File: src/rtl/sdram_wb_prefetch_bridge.sv
// Wishbone-to-SDRAM-controller bridge with a small linear read-prefetch buffer.
// Read misses refill the buffer from the missed word upward; writes invalidate it.
module sdram_wb_prefetch_bridge #(
  parameter logic [7:0] BASE_ADDR = 8'h38,
  parameter int         PF_DEPTH  = 4,
  parameter int         ADDR_W    = 23
) (
  input  logic              wb_clk_i,
  input  logic              rst_n,
  input  logic              wbs_stb_i,
  input  logic              wbs_cyc_i,
  input  logic              wbs_we_i,
  input  logic [3:0]        wbs_sel_i,
  input  logic [31:0]       wbs_dat_i,
  input  logic [31:0]       wbs_adr_i,
  output logic              wbs_ack_o,
  output logic [31:0]       wbs_dat_o,
  output logic [ADDR_W-1:0] ctrl_addr,
  output logic              ctrl_rw,
  output logic [31:0]       ctrl_wdata,
  output logic [3:0]        ctrl_mask,
  output logic              ctrl_in_valid,
  input  logic              ctrl_busy,
  input  logic [31:0]       ctrl_rdata,
  input  logic              ctrl_out_valid
);
  localparam int IW = $clog2(PF_DEPTH);

  typedef enum logic [2:0] {IDLE, RD_REQ, RD_WAIT, PF_REQ, PF_WAIT, WRITE} state_t;

  state_t              state_q;
  logic [ADDR_W-1:0]   pf_base_q;
  logic [31:0]         buf_q [PF_DEPTH];
  logic [PF_DEPTH-1:0] vld_q;
  logic [IW-1:0]       idx_q;
  logic                abort_q;
  logic                ack_q;
  logic [31:0]         dat_q;
  logic [ADDR_W-1:0]   addr_q;
  logic                rw_q;
  logic [31:0]         wdata_q;
  logic [3:0]          mask_q;
  logic                in_valid_q;

  logic              req;
  logic              hit;
  logic [ADDR_W-1:0] off;
  logic [IW-1:0]     hit_idx;
  logic [IW:0]       pf_nxt_idx;
  logic [ADDR_W:0]   pf_nxt_addr;
  logic              pf_more;
  logic              unused_adr;

  assign req     = wbs_cyc_i & wbs_stb_i & (wbs_adr_i[31:24] == BASE_ADDR) & ~ack_q;
  assign off     = wbs_adr_i[ADDR_W-1:0] - pf_base_q;
  assign hit_idx = off[IW+1:2];
  assign hit     = (off < ADDR_W'(4 * PF_DEPTH)) && vld_q[hit_idx];

  // Next prefetch slot; the extra address bit flags running past the top of SDRAM.
  assign pf_nxt_idx  = {1'b0, idx_q} + (IW+1)'(1);
  assign pf_nxt_addr = {1'b0, pf_base_q} + (ADDR_W+1)'({pf_nxt_idx, 2'b00});
  assign pf_more     = (pf_nxt_idx < (IW+1)'(PF_DEPTH)) && !pf_nxt_addr[ADDR_W];

  assign unused_adr = ^wbs_adr_i[23:ADDR_W];

  always_ff @(posedge wb_clk_i) begin
    if (!rst_n) begin
      state_q    <= IDLE;
      vld_q      <= '0;
      idx_q      <= '0;
      abort_q    <= 1'b0;
      ack_q      <= 1'b0;
      dat_q      <= '0;
      addr_q     <= '0;
      rw_q       <= 1'b0;
      wdata_q    <= '0;
      mask_q     <= '0;
      in_valid_q <= 1'b0;
    end else begin
      ack_q <= 1'b0;
      case (state_q)
        IDLE: begin
          if (req) begin
            if (wbs_we_i) begin
              vld_q      <= '0;
              addr_q     <= wbs_adr_i[ADDR_W-1:0];
              rw_q       <= 1'b1;
              wdata_q    <= wbs_dat_i;
              mask_q     <= wbs_sel_i;
              in_valid_q <= 1'b1;
              state_q    <= WRITE;
            end else if (hit) begin
              ack_q <= 1'b1;
              dat_q <= buf_q[hit_idx];
            end else begin
              vld_q      <= '0;
              pf_base_q  <= {wbs_adr_i[ADDR_W-1:2], 2'b00};
              addr_q     <= {wbs_adr_i[ADDR_W-1:2], 2'b00};
              rw_q       <= 1'b0;
              mask_q     <= 4'h0;
              in_valid_q <= 1'b1;
              idx_q      <= '0;
              abort_q    <= 1'b0;
              state_q    <= RD_REQ;
            end
          end
        end
        RD_REQ: begin
          if (!wbs_cyc_i) abort_q <= 1'b1;
          if (!ctrl_busy) begin
            in_valid_q <= 1'b0;
            state_q    <= RD_WAIT;
          end
        end
        RD_WAIT: begin
          if (!wbs_cyc_i) abort_q <= 1'b1;
          if (ctrl_out_valid) begin
            buf_q[0] <= ctrl_rdata;
            vld_q[0] <= 1'b1;
            // An abandoned cycle still fills the buffer but must not be acked.
            if (!abort_q && wbs_cyc_i) begin
              ack_q <= 1'b1;
              dat_q <= ctrl_rdata;
            end
            if (pf_more) begin
              addr_q     <= pf_nxt_addr[ADDR_W-1:0];
              in_valid_q <= 1'b1;
              idx_q      <= pf_nxt_idx[IW-1:0];
              state_q    <= PF_REQ;
            end else begin
              state_q <= IDLE;
            end
          end
        end
        PF_REQ, PF_WAIT: begin
          if (req && !wbs_we_i && hit) begin
            ack_q <= 1'b1;
            dat_q <= buf_q[hit_idx];
          end
          if (state_q == PF_REQ) begin
            if (!ctrl_busy) begin
              in_valid_q <= 1'b0;
              state_q    <= PF_WAIT;
            end
          end else if (ctrl_out_valid) begin
            buf_q[idx_q] <= ctrl_rdata;
            vld_q[idx_q] <= 1'b1;
            if (pf_more) begin
              addr_q     <= pf_nxt_addr[ADDR_W-1:0];
              in_valid_q <= 1'b1;
              idx_q      <= pf_nxt_idx[IW-1:0];
              state_q    <= PF_REQ;
            end else begin
              state_q <= IDLE;
            end
          end
        end
        WRITE: begin
          if (!ctrl_busy) begin
            in_valid_q <= 1'b0;
            ack_q      <= 1'b1;
            state_q    <= IDLE;
          end
        end
        default: state_q <= IDLE;
      endcase
    end
  end

  assign wbs_ack_o     = ack_q;
  assign wbs_dat_o     = dat_q;
  assign ctrl_addr     = addr_q;
  assign ctrl_rw       = rw_q;
  assign ctrl_wdata    = wdata_q;
  assign ctrl_mask     = mask_q;
  assign ctrl_in_valid = in_valid_q;

endmodule
File: config.mk
export PLATFORM = sky130hd
export DESIGN_NAME = sdram_wb_prefetch_bridge
export DESIGN_NICKNAME = d
export VERILOG_FILES = /design/src/rtl/sdram_wb_prefetch_bridge.sv
export SDC_FILE = /design/constraint.sdc
export NUM_CORES = 1
export LEC_CHECK = 0
export ABC_AREA = 0
export ABC_CLOCK_PERIOD_IN_PS = 6100
export CAP_MARGIN = 20
export CELL_PAD_IN_SITES_DETAIL_PLACEMENT = 1
export CELL_PAD_IN_SITES_GLOBAL_PLACEMENT = 1
export CORE_ASPECT_RATIO = 1.1
export CORE_MARGIN = 4
export CORE_UTILIZATION = 40
export CTS_CLUSTER_SIZE = 20
export DETAILED_ROUTE_END_ITERATION = 10
export GPL_TIMING_DRIVEN = 0
export PLACE_DENSITY = 0.87
export SLEW_MARGIN = 25
export SYNTH_ARGS = -nofsm -noshare
export SYNTH_HDL_FRONTEND = slang
export SYNTH_SLANG_ARGS = --single-unit
File: constraint.sdc
create_clock -name wb_clk_i -period 6.1 [get_ports wb_clk_i]
set_clock_uncertainty 0.2 [all_clocks]
set_input_delay 1.22 -clock wb_clk_i [delete_from_list [all_inputs] [get_ports wb_clk_i]]
set_output_delay 1.22 -clock wb_clk_i [all_outputs]
set_load 0.02 [all_outputs]
Yosys cells after proc, flatten, opt, wreduce, memory -nomap -nowiden:

Memories as Yosys holds them, arrays and structs flattened.
Index checks and enable logic that the tools add are counted.
Widths: inputs -> output; s select.

* register bits after elaboration: 125
* memory bits (writable): 128
* input bits: 107
* output and inout port bits: 94
* logic and storage cells: 156
* memories: 1

Memories
* buf_q: depth 4, bits a word 32, read ports 1, clocked after memory_dff 0, wr ports 1, line 33 `logic [31:0] buf_q [PF_DEPTH];`

* $add $sub $neg: 3
* $lt $le $gt $ge: 5
* equality and inequality tests: 21
* muxes and demuxes: 77
* bitwise gates (word level): 7
* reductions and logical operators: 29

Operator list (count)
* $mux 32: 7
* $mux 23: 6
* $pmux 32 s3: 1
* $pmux 23 s3: 1
* $reduce_or 32->1: 1
* $mux 1: 31
* $ne 2x2->1 const B: 13
* $reduce_and 5->1: 5
* $add 23x5->24: 1
* $mux 3: 8
* $mux 4: 6
* $lt 23x5->1 const B: 1
* $sub 23x23->23: 1
* $mux 2: 8
* $pmux 3 s5: 1
* $reduce_and 3->1: 3
* $eq 8x6->1 const B: 1
* $pmux 1 s4: 2
* $reduce_and 7->1: 1
* $eq 3x2->1 const B: 2
* $eq 3x3->1 const B: 2
* $logic_and 1x1->1: 6
* $lt 2x3->1 const B: 2
* $ne 3x3->1 const B: 2
* other kinds (21): 30

Depth between registers and ports, before layout:

Gate-level depths: netlist of the first run.

* depth after elaboration: 8
* gate-level depth with buffers: 15
* depth with buffers taken out: 13

Least setup slack after synthesis of the first run:

OpenSTA, ideal clock, no wires.

* kind: input-to-reg
* start: in rst_n
* end: mem buf_q[2][0] (enable)
* library setup time: 0.502 ns
* data arrival time: 4.693 ns
* required time: 5.398 ns
* setup slack: 0.705 ns
* stages: 3
* buffers on the path: 1
* cell sequence: clkbuf_1 -> nand2_1 -> nor4_1

* longest elaborated chain between the ends: 4
* elaborated cells between the ends (all ways): 7
* those cells by class: 6 x mux; 1 x reduce/logical

RTL lines
* start: declaration: line 9 `input logic rst_n,`
* $mux 1: line 67 `if (!rst_n) begin`
* $mux 1 (implied by the code): line 146 `buf_q[idx_q] <= ctrl_rdata;`
* $reduce_or 32->1 (no source line)
* $mux 2 (no source line) or $mux 1 (tied branches)
* end: declaration: line 33

Several ways; a longest one is shown, not always the timed one.

Final worst setup path of the first run:

* start: in wbs_adr_i[2]
* end: reg dat_q[25] (netlist: wbs_dat_o[25])

* longest elaborated chain between the ends: 7
* elaborated cells between the ends (all ways): 15
* those cells by class: 1 x add/sub; 1 x order compare; 2 x eq/ne; 7 x mux; 3 x reduce/logical; 1 x memory

RTL lines
* start: declaration: line 15 `input logic [31:0] wbs_adr_i,`
* $sub 23x23->23 *: line 55 `assign off = wbs_adr_i[ADDR_W-1:0] - pf_base_q;`
* branches (longest 6 deep; another with $lt 23x5->1)
* end signal: assignment: line 94 `dat_q <= buf_q[hit_idx];`
* end signal: assignment: line 123 `dat_q <= ctrl_rdata;`
* end signal: assignment: line 138 `dat_q <= buf_q[hit_idx];`
* end: declaration: line 38 `logic [31:0] dat_q;`

Every way passes the cells marked *. The select of a mux whose other input is x is not followed.
A chain may end at the register's enable or synchronous reset.

==> results of run 1 <==
## worst max-delay path, stage by stage
cell	delay, ps
clkdlybuf4s50_1	520
inv_1	60
ha_1	230
fa_1	420
nor2b_1	260
o2111ai_2	210
a31o_2	320
a31oi_1	210
o21ai_0	110
a211o_1	340
nor4_2	450
nand2_1	190
o31a_1	320
buf_2	190
buf_6	190
mux2i_1	200
## cells by family (layout without fill, tap and decap cells)
| logic type | Yosys count | count (layout) | synth area share [%] |
|---|---|---|---|
| muxes | 123 | 123 | 13.9 |
| buffers and inverters | 91 | 360 | 3.31 |
| adders and majority gates | 29 | 29 | 3.13 |
| xor gates and xnor gates | 25 | 25 | 1.81 |
| DFF | 253 | 253 | 54.2 |
| and+or+nand+nor | 358 | 358 | 13.5 |
| AOI/OAI and AO/OA | 174 | 174 | 10.1 |
| other | 0 | 2 | 0 |
## metrics by stage
| stage | hold slack (ps) | cells |
|---|---|---|
| after CTS | 263 | 1696 |
| after floorplan | 263 | 1053 |
| final | 258 | 1698 |
| after detailed placement | 254 | 1646 |
| after global routing | 291 | 1698 |
| after global placement | 246 | 1625 |
## sequential cells by signal, indices dropped and copies added (netlist names), 3 cells and up
name        count
buf_q         128
ctrl_addr      23
ctrl_mask       4
ctrl_wdata     32
pf_base_q      21
state_q         3
vld_q           4
wbs_dat_o      32
## cells in the mapped netlist, types with 5 or more instances
cell and n:
nand2_1 228, a21o_1 6, mux2i_1 58, o21ai_0 39, xnor2_1 23, clkbuf_1 42
edfxtp_1 149, and3_1 8, a22oi_1 5, nor2_1 29, nor3_1 8, mux4_2 33
buf_6 7, nand4_1 15, nand2b_1 7, nand3_1 15, inv_1 33, and2_1 5
mux2_2 32, or3_1 8, nor4_1 8, a21oi_1 28, dfxtp_1 104, buf_2 5
a21boi_0 35, a31oi_1 6, nor2b_1 11, ha_1 27
## layer usage
| metal | track usage (%) | up-vias | wire length (um) |
|---|---|---|---|
| li1 | - | 4349 | - |
| met1 | 26.2 | 4693 | 15100 |
| met2 | 39.9 | 269 | 18900 |
| met3 | 3.91 | 63 | 1920 |
| met4 | 6.37 | 0 | 937 |
| met5 | 0 | - | 0 |
## layout make-up
| type | instances | area share, % |
|---|---|---|
| repair buffers | 219 | 13.5 |
| multi-input cells | 709 | 33.0 |
| inverters | 34 | 0.814 |
| plain buffers | 57 | 1.74 |
| flip-flops and latches | 253 | 41.8 |
| well taps | 374 | 2.99 |
| clock buffers | 31 | 4.53 |
| clock inverters | 19 | 1.56 |
| diodes | 2 | 0.0319 |
## worst min-delay path by stage
| stage | end | startpoint | slack [ps] |
|---|---|---|---|
| after CTS | wbs_dat_o[18]$_SDFFE_PN0P_ | wbs_dat_o[18]$_SDFFE_PN0P_ | 260 |
| after global placement | ctrl_addr[22]$_SDFFE_PN0P_ | ctrl_addr[22]$_SDFFE_PN0P_ | 250 |
| after floorplan | abort_q$_SDFFE_PN0P_ | abort_q$_SDFFE_PN0P_ | 260 |
| after global routing | wbs_dat_o[18]$_SDFFE_PN0P_ | wbs_dat_o[18]$_SDFFE_PN0P_ | 290 |
| final | wbs_dat_o[18]$_SDFFE_PN0P_ | wbs_dat_o[18]$_SDFFE_PN0P_ | 260 |
| after detailed placement | ctrl_addr[1]$_SDFFE_PN0P_ | ctrl_addr[1]$_SDFFE_PN0P_ | 250 |
## power by group through the flow
stage	logic, mW	clock network (mW)	registers [mW]
after global placement	0.266	0	1.84
after CTS	0.280	1.80	1.81
final	0.279	1.76	1.81
after floorplan	0.142	0	1.84
after global routing	0.304	1.87	1.80
after detailed placement	0.277	0	1.84
==> summary.md, run 1 <==
| Metric | Value |
|---|---|
| Outcome | complete, no violations |
| Input/output buffers | 198 |
| Reg2Reg Setup Slack | 1740 ps |
| Worst setup path endpoint | wbs_dat_o[25]$_SDFFE_PN0P_ |
| Cells after Synth | 1,053 |
| Residual DRC | 0 |
| Max H-tree Level | 1 |
| EDFF count, synth | 149 |
| Logic pwr share | 7.3% |
| Top Ports | 201 |
| CP Launch Type | primary input |
| Synth Cell Area | 12,100 um2 |
| Fmax | 0.193 GHz |
| CP Max Fanout | 10 |
| Fin. max-slew vios | 0 |
| Int Power | 3.00 mW |
| Max-slew headroom | 40.1% |
| Total track usage | 21.8% |
| Count of different cell masters after synthesis | 72 |
| R2R cell count | 14 |
| GP Congestion | 0.885 |
| Main flop type after synthesis | edfxtp_1 |
| Final core utilization | 52.7% |
| YS warnings | 0 |
| Largest cells by area after synthesis | edfxtp_1 (37%), dfxtp_1 (17%), nand2_1 (7.1%) |
| Final Total Pwr | 3.85 mW |
| Critical R2R Launch | pf_base_q[2]$_DFFE_PP_ |
| Final worst slack | 926 ps |
| CTS Sinks | 253 |
| Type of the worst setup path | in -> reg |
| Yosys top cell by area | edfxtp_1 |
| Crit end category | register |
| Fraction of registers with async set/reset | 0% |
| Area grow syn2layout | 29.7% |
| Post-route cell area | 15,700 um2 |
| Worst Hold Class | reg -> reg |
| Fin crit share | 84.8% |
| WL/cell | 21.7 um |
| CTS clk-pin slew, worst paths | 60 ps |
| CP Data Arrival Time | 5440 ps |
| Hold Fails Final Rpt | 0 |
| Synth Net Count | 1,189 |
| Nets | 1,437 |
| FILL cells | 3,158 |
| Hold-fix buffers, CTS | 0 |
| #FFs+latches synth | 253 |
| Cts repair resizes | 0 |
| Seq pwr share | 46.9% |
| DR vias/cell | 5.52 |
| Total CTS buffers | 27 |
| Multi-input logic area | 5170 um2 |
| DRT antenna net count | 0 |
| Number of setup buffers added after CTS | 0 |
| Die Height | 190 um |
| Clock latency on the worst-skew pair | 550 ps |
| Worst Setup SP | wbs_adr_i[2] |
| Sequential Area | 6560 um2 |
| Power per Cell Area | 246 nW/um2 |
| Worst slew pin tran | 899 ps |
| Final setup viols | 0 |
| Hpwl dp | 27,200 um |
| Req. time, crit path | 6370 ps |
| Switching share of power | 22.2% |
| RSZ-0062 raised after global routing | no |
| Iter 0 DRT Violations | 588 |
| Average instance area after synthesis | 11.5 um2 |
| Max cap viols | 0 |
| Area share of the leading cell type in the synthesized netlist | 37.0% |
| Initial antenna violation count | 2 |
| NetSw | 0.853 mW |
| Placed cell areas | 14,700 um2 |
| DIE AREA | 33,100 um2 |
| Leak Pwr | 5.69 nW |
| Number of global-route vias before repair | 10.1k |
| Clk network pwr share | 45.8% |
| Max Buffers Root-to-Sink | 3 |
| Die span in x | 174 um |
| Min Tclk post-route | 5170 ps |
| Root Buffer Master | clkbuf_16 |
| Global route overflow | 0 |
| Hold Path Stages | 2 |
| Routed WL | 36,900 um |
| DR vias | 9,374 |
| Starting Density | 40.7% |
| CTS tree | done |
| FF-to-FF End | wbs_dat_o[25]$_SDFFE_PN0P_ |
| Worst slack, placed | 429 ps |
| Post-synthesis sequential area ratio | 54.2% |
| Core Area | 29,700 um2 |
| Share of cells above drive strength 1 | 12.5% |
| Commonest non-fill, non-tap cell in the layout | nand2_1 |
| Setup TNS | 0 ps |
| Commonest non-fill, non-tap cells in the layout | nand2_1 (228), clkdlybuf4s50_1 (198), edfxtp_1 (149), dfxtp_1 (104), mux2i_1 (58) |
| Num rows | 66 |
| First-pass GRT wire length | 57,600 um |
| Largest net degree at the start of global routing | 33 |
| Maximum vdd ir drop | 0.211 mV |
| 1st-pass router iterations | 4 |
No activity file was read; power rests on OpenSTA's default activity.
==> run 2: changes to the inputs <==
--- a/config.mk
+++ b/config.mk
@@ -6,7 +6,7 @@
 export NUM_CORES = 1
 export LEC_CHECK = 0
 export ABC_AREA = 0
-export ABC_CLOCK_PERIOD_IN_PS = 6100
+export ABC_CLOCK_PERIOD_IN_PS = 5400
 export CAP_MARGIN = 20
 export CELL_PAD_IN_SITES_DETAIL_PLACEMENT = 1
 export CELL_PAD_IN_SITES_GLOBAL_PLACEMENT = 1
==> constraint.sdc (replaced) <==
create_clock -name wb_clk_i -period 5.4 [get_ports wb_clk_i]
set_clock_uncertainty 0.2 [all_clocks]
set_input_delay 1.08 -clock wb_clk_i [delete_from_list [all_inputs] [get_ports wb_clk_i]]
set_output_delay 1.08 -clock wb_clk_i [all_outputs]
set_load 0.02 [all_outputs]
==> results of run 2 <==
The final DEF is identical to that of run 1. Status: complete, no violations.
Among the figures that moved: setup slack after placement 429 ps -> -131 ps; setup slack after layout 926 ps -> 366 ps; register-to-register setup slack 1740 ps -> 1040 ps; total power 3.85 mW -> 4.35 mW; worst IR drop on VDD 0.211 mV -> 0.238 mV
